`config.mk`:
```
export PLATFORM = sky130hd
export DESIGN_NAME = sweep_gen
export DESIGN_NICKNAME = d
export VERILOG_FILES = /design/src/rtl/sweep_gen.sv
export SDC_FILE = /design/constraint.sdc
export NUM_CORES = 1
export LEC_CHECK = 0
export ABC_AREA = 1
export BUFFER_PORTS_ARGS = -buffer_cell sky130_fd_sc_hd__buf_2
export CAP_MARGIN = 40
export CORE_AREA = 2 2 152 154
export CTS_BUF_LIST = sky130_fd_sc_hd__clkbuf_16
export CTS_CLUSTER_DIAMETER = 120
export CTS_CLUSTER_SIZE = 12
export DETAILED_ROUTE_END_ITERATION = 10
export DIE_AREA = 0 0 154 156
export PLACE_DENSITY = 0.85
export SLEW_MARGIN = 25
export SYNTH_ARGS = -nofsm -noshare
export SYNTH_HDL_FRONTEND = slang
export SYNTH_SLANG_ARGS = --single-unit
export TNS_END_PERCENT = 30
```
`constraint.sdc`:
```
create_clock -name i_stepCLK -period 14.05 [get_ports i_stepCLK]
set_input_delay 2.1075 -clock i_stepCLK [delete_from_list [all_inputs] [get_ports i_stepCLK]]
set_output_delay 2.1075 -clock i_stepCLK [all_outputs]
set_load 0.01 [all_outputs]
```
`src/rtl/sweep_gen.sv`:
```
// DAC code sweep sequencer: up/down/triangle ramps with per-point dwell,
// loop repetition, saturation with sticky clip, and a start/abort handshake.
module sweep_gen #(
   parameter int unsigned WIDTH = 12,
   parameter int unsigned CNTW  = 12,
   parameter int unsigned LOOPW = 8
) (
   input  logic             i_stepCLK,
   input  logic             i_reset,
   input  logic             i_go,
   input  logic             i_abort,
   input  logic [1:0]       i_mode,
   input  logic [WIDTH-1:0] i_start,
   input  logic [WIDTH-1:0] i_step,
   input  logic [CNTW-1:0]  i_steps,
   input  logic [CNTW-1:0]  i_repeats,
   input  logic [LOOPW-1:0] i_loops,
   output logic [WIDTH-1:0] o_result,
   output logic             o_stepping,
   output logic             o_point,
   output logic             o_done,
   output logic             o_clip
);

   localparam int unsigned PRODW = WIDTH + CNTW;
   localparam int unsigned SUMW  = PRODW + 1;
   localparam logic [1:0] MODE_DOWN = 2'd1;
   localparam logic [1:0] MODE_TRI  = 2'd2;

   typedef enum logic {IDLE, RUN} state_t;

   state_t           state;
   logic [1:0]       modeR;
   logic [WIDTH-1:0] startR;
   logic [WIDTH-1:0] stepR;
   logic [CNTW-1:0]  stepsR;
   logic [CNTW-1:0]  dwellR;
   logic [LOOPW-1:0] loopsR;

   logic [CNTW-1:0]  dwellCnt;
   logic [CNTW-1:0]  kIdx;
   logic             desc;
   logic [LOOPW-1:0] loopCnt;

   logic [CNTW-1:0]  nextK;
   logic             nextDesc;
   logic             loopEnd;
   logic             lastLoop;
   logic             dwellExp;
   logic [WIDTH:0]   nextPt;

   // Returns {clip, code} for base +/- k*inc, saturated to the code range.
   function automatic logic [WIDTH:0] calcPoint(
      input logic [WIDTH-1:0] base,
      input logic [WIDTH-1:0] inc,
      input logic [CNTW-1:0]  k,
      input logic             down
   );
      logic [PRODW-1:0] prod;
      logic [SUMW-1:0]  sum;
      logic [WIDTH:0]   res;
      prod = PRODW'(inc) * PRODW'(k);
      sum  = '0;
      if (down) begin
         if (prod > PRODW'(base)) begin
            res = {1'b1, {WIDTH{1'b0}}};
         end else begin
            res = {1'b0, WIDTH'(PRODW'(base) - prod)};
         end
      end else begin
         sum = SUMW'(base) + SUMW'(prod);
         if (sum > SUMW'({WIDTH{1'b1}})) begin
            res = {1'b1, {WIDTH{1'b1}}};
         end else begin
            res = {1'b0, sum[WIDTH-1:0]};
         end
      end
      return res;
   endfunction

   // Next point index / triangle phase and end-of-loop detection.
   always_comb begin
      nextK    = kIdx;
      nextDesc = desc;
      loopEnd  = 1'b0;
      if (modeR == MODE_TRI) begin
         if (!desc) begin
            if (kIdx == stepsR) begin
               if (stepsR == '0) begin
                  loopEnd = 1'b1;
               end else begin
                  nextDesc = 1'b1;
                  nextK    = kIdx - CNTW'(1);
               end
            end else begin
               nextK = kIdx + CNTW'(1);
            end
         end else if (kIdx == '0) begin
            loopEnd = 1'b1;
         end else begin
            nextK = kIdx - CNTW'(1);
         end
      end else begin
         if (kIdx == stepsR) begin
            loopEnd = 1'b1;
         end else begin
            nextK = kIdx + CNTW'(1);
         end
      end
      if (loopEnd) begin
         nextK    = '0;
         nextDesc = 1'b0;
      end
      nextPt   = calcPoint(startR, stepR, nextK, modeR == MODE_DOWN);
      dwellExp = (dwellCnt == dwellR - CNTW'(1));
      lastLoop = (loopsR != '0) && (loopCnt == loopsR - LOOPW'(1));
   end

   // Sequencer state machine with registered outputs.
   always_ff @(posedge i_stepCLK or negedge i_reset) begin
      if (!i_reset) begin
         state      <= IDLE;
         modeR      <= '0;
         startR     <= '0;
         stepR      <= '0;
         stepsR     <= '0;
         dwellR     <= '0;
         loopsR     <= '0;
         dwellCnt   <= '0;
         kIdx       <= '0;
         desc       <= 1'b0;
         loopCnt    <= '0;
         o_result   <= '0;
         o_stepping <= 1'b0;
         o_point    <= 1'b0;
         o_done     <= 1'b0;
         o_clip     <= 1'b0;
      end else begin
         o_point <= 1'b0;
         o_done  <= 1'b0;
         case (state)
            IDLE: begin
               if (i_go && !i_abort) begin
                  state      <= RUN;
                  modeR      <= i_mode;
                  startR     <= i_start;
                  stepR      <= i_step;
                  stepsR     <= i_steps;
                  dwellR     <= (i_repeats == '0) ? CNTW'(1) : i_repeats;
                  loopsR     <= i_loops;
                  dwellCnt   <= '0;
                  kIdx       <= '0;
                  desc       <= 1'b0;
                  loopCnt    <= '0;
                  // The first point is the start code itself, always in range.
                  o_result   <= i_start;
                  o_stepping <= 1'b1;
                  o_point    <= 1'b1;
                  o_clip     <= 1'b0;
               end
            end
            RUN: begin
               if (i_abort) begin
                  state      <= IDLE;
                  o_stepping <= 1'b0;
               end else if (dwellExp) begin
                  dwellCnt <= '0;
                  if (loopEnd && lastLoop) begin
                     state      <= IDLE;
                     o_stepping <= 1'b0;
                     o_done     <= 1'b1;
                  end else begin
                     kIdx     <= nextK;
                     desc     <= nextDesc;
                     if (loopEnd && loopsR != '0) begin
                        loopCnt <= loopCnt + LOOPW'(1);
                     end
                     o_result <= nextPt[WIDTH-1:0];
                     o_clip   <= o_clip | nextPt[WIDTH];
                     o_point  <= 1'b1;
                  end
               end else begin
                  dwellCnt <= dwellCnt + CNTW'(1);
               end
            end
            default: state <= IDLE;
         endcase
      end
   end

endmodule

```
Word level (Yosys, flattened, before mapping)
Cells that the tools add are included.

Add/sub/neg operators: 8. $mul: 1. $lt $le $gt $ge: 2. Equality and inequality tests: 13. Multiplexer cells: 67. Bitwise operators: 2. Reductions and logical operators: 15.

Operators by type and width (number): 2-to-1 mux 12 bit (18); one-hot mux 12 bit (2 select lines) (3); 2-to-1 mux 8 bit (5); 2-to-1 mux 13 bit (3); zero test 12 bit (3); 2-to-1 mux 1 bit (32); adder 12 x 24 -> 25 bit (1); > comparator 25 x 12 -> 1 bit, second input constant (1); adder 12 x 1 -> 12 bit, second input constant (2); == test 12 bit (2); > comparator 24 x 12 -> 1 bit (1); multiplier 12 x 12 -> 24 bit (1); subtractor 12 x 1 -> 12 bit, second input constant (2); one-hot mux 8 bit (2 select lines) (1); subtractor 12 bit (1); one-hot mux 1 bit (2 select lines) (5); AND reduction 5 bit (2); adder 8 x 1 -> 8 bit, second input constant (1); == test 8 bit (1); nonzero test 8 bit (1); subtractor 8 x 1 -> 8 bit, second input constant (1); != test 2 bit, second input constant (3); != test 3 x 2 -> 1 bit, second input constant (2); logical AND 1 bit (4); 10 further kinds (12).

Register bits: 108. Output and inout bits: 16. Logic and storage cells: 124.

Longest topological paths before layout
Depth in word-level cells: 16. Depth in mapped cells: 55. Gate-level depth less buffers: 52.

Worst setup path before layout
No wires, ideal clock.

Path kind: register to register. Start point: reg kIdx[7]. End point: reg o_result[10]. Arrival time: 7.180 ns. Data required time: 13.930 ns. Path slack: 6.750 ns. Stages on the path, launching flop included: 51. Path buffers: 3. Cell sequence: dfrtp_1 buf_2 inv_1 nand2_1 nand4_1 nor3_2 nand3_2 nor2_2 nand2_1 nand2_1 inv_2 o21bai_4 inv_2 buf_2 nand3_1 inv_1 buf_2 nand2_1 (+15 left out) xor2_1 ha_1 inv_1 nand2_1 nor2_1 nand2_1 o21ai_1 nand3_2 nor2_2 nand3_1 nand2_1 nand2_1 nor2_1 nand2_1 nand2_2 nand2_4 o21ai_1 nand2_1.

Longest elaborated chain between the ends: 15.

RTL lines: start, declared (line 41) `logic [CNTW-1:0] kIdx;`; start signal, assigned (line 173) `kIdx <= nextK;`; subtractor 12 x 1 -> 12 bit (line 93, 101); 2-to-1 mux 12 bit (line 89) `if (stepsR == '0) begin`; 2-to-1 mux 12 bit (line 88) `if (kIdx == stepsR) begin`; 2-to-1 mux 12 bit (line 87) `if (!desc) begin`; 2-to-1 mux 12 bit (line 86) `if (modeR == MODE_TRI) begin`; 2-to-1 mux 12 bit (line 110) `if (loopEnd) begin`; multiplier 12 x 12 -> 24 bit (line 62) `prod = PRODW'(inc) * PRODW'(k);`; adder 12 x 24 -> 25 bit (line 71) `sum = SUMW'(base) + SUMW'(prod);`; > comparator 25 x 12 -> 1 bit (line 72) `if (sum > SUMW'({WIDTH{1'b1}})) begin`; 2-to-1 mux 13 bit (line 72); 2-to-1 mux 13 bit (line 64) `if (down) begin`; 2-to-1 mux 12 bit (line 168) `if (loopEnd && lastLoop) begin`; 2-to-1 mux 12 bit (line 166) `end else if (dwellExp) begin`; 2-to-1 mux 12 bit (line 163) `if (i_abort) begin`; one-hot mux 12 bit (2 select lines) (line 141) `case (state)`; end signal, assigned (line 156) `o_result <= i_start;`; end signal, assigned (line 178) `o_result <= nextPt[WIDTH-1:0];`; end, declared (line 18) `output logic [WIDTH-1:0] o_result,`.

Parallel ways exist; a longest one is shown, timed or not. The select of a mux whose other input is x is not followed. A chain may end at the register's enable or synchronous reset.

Final worst setup path
Start point: reg kIdx[7]. End point: reg o_result[1].

Same word-level chain as after synthesis.

==> flow_summary_export.csv <==
group,metric,value,unit
sta,min_period,8960,ps
sta,relSlewSlack,49.6,%
cells_and_area,syn_to_final_growth,6.56,%
place,portBuffers,77,
cts,ctsLongestPathBuffers,2,
setup_path,start_kind,"register",
cells_and_area,diodes,0,
synth,synthArstFlopShare,100,%
cts,cts_tree,"done",
synth,yosys_register_bits,108,
grt,grt_pass1_vias,11932,
route,vias,12109,
synth,synth-main-ff-cell,"dfrtp_1",
cts,ctsHoldBuffers,0,
route,wire_per_inst,15.3,um
grt,track_usage,29.0,%
die,dieHeight,156,um
cts,cts_inserted_buffers,9,
synth,synth_top_area_share,20.5,%
cts,htree_levels,3,
synth,synthCells,1861,
setup_path,critPathArrivalTime,9210,ps
setup_path,critPathSlowestCell,"dfrtp_1",
cells_and_area,nNetsFinal,2176,
sta,finalCritPeriodShare,63.7,%
grt,antenna_found_initial,0,
sta,fmaxAchievable,112,MHz
sta,setup-tns-final,0,ps
synth,ys_warn_count,0,
place,placed_area,0.0137,sq mm
die,ios,78,
sta,tightest_slew,756,ps
synth,syn-num-nets,2130,
die,core-area,0.0224,sq mm
status,status,"completed",
cts,cts_setup_buffers,0,
synth,postSynthAreaPerCell,7.09,sq um
cts,clkSlewWorstSetupHoldPaths,90,ps
synth,seq_area_frac_synth,20.5,%
grt,grtUsageMet1,36.7,%
route,wl,33.6,mm
setup_path,crit_top_cell,"nand2_1",
cells_and_area,n_fill_cell,1960,
cts,post_cts.resized_instances,0,
grt,gr-total-overflow,0,
synth,yosys.cell_count.top_type,"nand2_1",
cts,root_buffer,"clkbuf_16",
route,initialDrtViolationCount,984,
place,place_congestion,0.992,
route,drc,0,
cells_and_area,layout-drive-gt1-share,8.47,%
setup_path,crit_path_end_kind,"register",
die,dieArea,0.0240,sq mm
sta,final.setup_skew,20.4,ps
synth,synth_top_cells_by_count,"nand2_1, inv_1, nor2_1, dfrtp_1, ha_1",
cells_and_area,postLayoutCoreUtil,62.9,%
place,place_hpwl,27.0,mm
cells_and_area,stdcell_area,0.0141,sq mm
route,drt-pass1-iter-count,6,
route,viasPerCell,5.51,
cts,clk_latency,370,ps
setup_path,worstPathMaxFanout,11,
job,maxCapViolations,0,
synth,synth_edf_count,0,
sta,rsz0062_at_grt,"false",
grt,grt_busiest_layer,"met2",
synth,ys_types,57,
route,ant_nets,0,
synth,synth_top_area_cell,"dfrtp_1",
setup_path,worstSetupPathType,"register to register",
setup_path,max_stage_delay,520,ps
grt,met2_usage,49.9,%
die,die_w,154,um
setup_path,worstPathRequired,14310,ps
grt,met3_usage,4.94,%
sta,finalSetupViolations,0,
sta,slew_viol_final,0,
grt,grt_max_degree,65,
cts,clock-sinks,108,
worst_hold_path,hp-class,"register to register",
die,rows,55,
die,start_util,59.0,%
sta,finalHoldViolCount,0,
grt,grt_pass1_wl,56.8,mm
synth,synth_area_leaders,"dfrtp_1, fa_1, nand2_1",
synth,syn_area,0.0132,sq mm
placed cells by master (no fill, tap or decap), types with 17 or more instances in the layout:
master	count
inv_1	341
inv_2	17
xor2_1	68
nand3_1	85
ha_1	105
nand2_1	512
nor2_1	143
nand4_1	19
a21oi_1	72
o21ai_1	21
o21ai_0	81
nor3_1	24
buf_2	76
fa_1	102
dfrtp_1	108
path summary, 6_finish.rpt:
path,startpoint,to,slack [ps],depth (start not counted)
max,kIdx[7]$_DFFE_PN0P_,o_result[1]$_DFFE_PN0P_,5090,45
min,o_result[4]$_DFFE_PN0P_,o_result[4]$_DFFE_PN0P_,480,2
max reg2reg,kIdx[7]$_DFFE_PN0P_,o_result[1]$_DFFE_PN0P_,5090,45
min reg2reg,o_result[4]$_DFFE_PN0P_,o_result[4]$_DFFE_PN0P_,480,2
max in group asynchronous,i_reset,stepR[6]$_DFFE_PN0P_,11320,3
min in group asynchronous,i_reset,o_result[5]$_DFFE_PN0P_,1730,1
metal layers:
metal	vias up	wire, um
met5	-	0
met2	499	16000
li1	5840	-
met4	0	1070
met3	95	2510
met1	5675	13900
kinds of logic (layout without fill, tap and decap cells):
group / Yosys count / count (layout) / share of synthesized area [%]
AOI/OAI and AO/OA: 217 / 217 / 9.75
adders and majority gates: 207 / 207 / 25.4
and+or+nand+nor: 838 / 838 / 26.8
DFF: 108 / 108 / 20.5
xor gates and xnor gates: 83 / 83 / 5.51
buffers and inverters: 408 / 459 / 12.0
worst max-delay path: cells and delay by family (launching register included):
| kind | cells | cell delay (ps) |
|---|---|---|
| compound gates | 2 | 450 |
| xor+xnor | 1 | 310 |
| fa+ha+maj | 7 | 2990 |
| buf+inv | 7 | 750 |
| flops | 1 | 520 |
| simple gates | 28 | 3810 |
stage by stage:
step	hold slack, ps	setup slack (ps)	cells
after floorplan	468	6750	1861
after global routing	501	4400	2197
after global placement	457	5400	2179
after CTS	483	5270	2195
after detailed placement	459	5310	2179
final	480	5090	2197
flip-flops by register name, summed over array words and instances, names as in the netlist:
signal and cells:
dwellR 12, o_clip 1, o_result 12, stepsR 12, o_stepping 1, kIdx 12, o_done 1, loopsR 8
dwellCnt 12, modeR 2, o_point 1, stepR 12, startR 12, desc 1, state 1, loopCnt 8
cell type report:
class                      instances  area [sq um]  area share, %
multi-input combinational       1345          8910           63.3
sequential                       108          2700           19.2
inverter                         361          1360           9.65
timing repair buffer              82           445           3.17
tap                              285           357           2.53
clock buffer                       9           225           1.60
clock inverter                     7          68.8          0.489
Power is not shown: default switching activity piles up to over one toggle a cycle in this logic, so the estimate is an artifact.
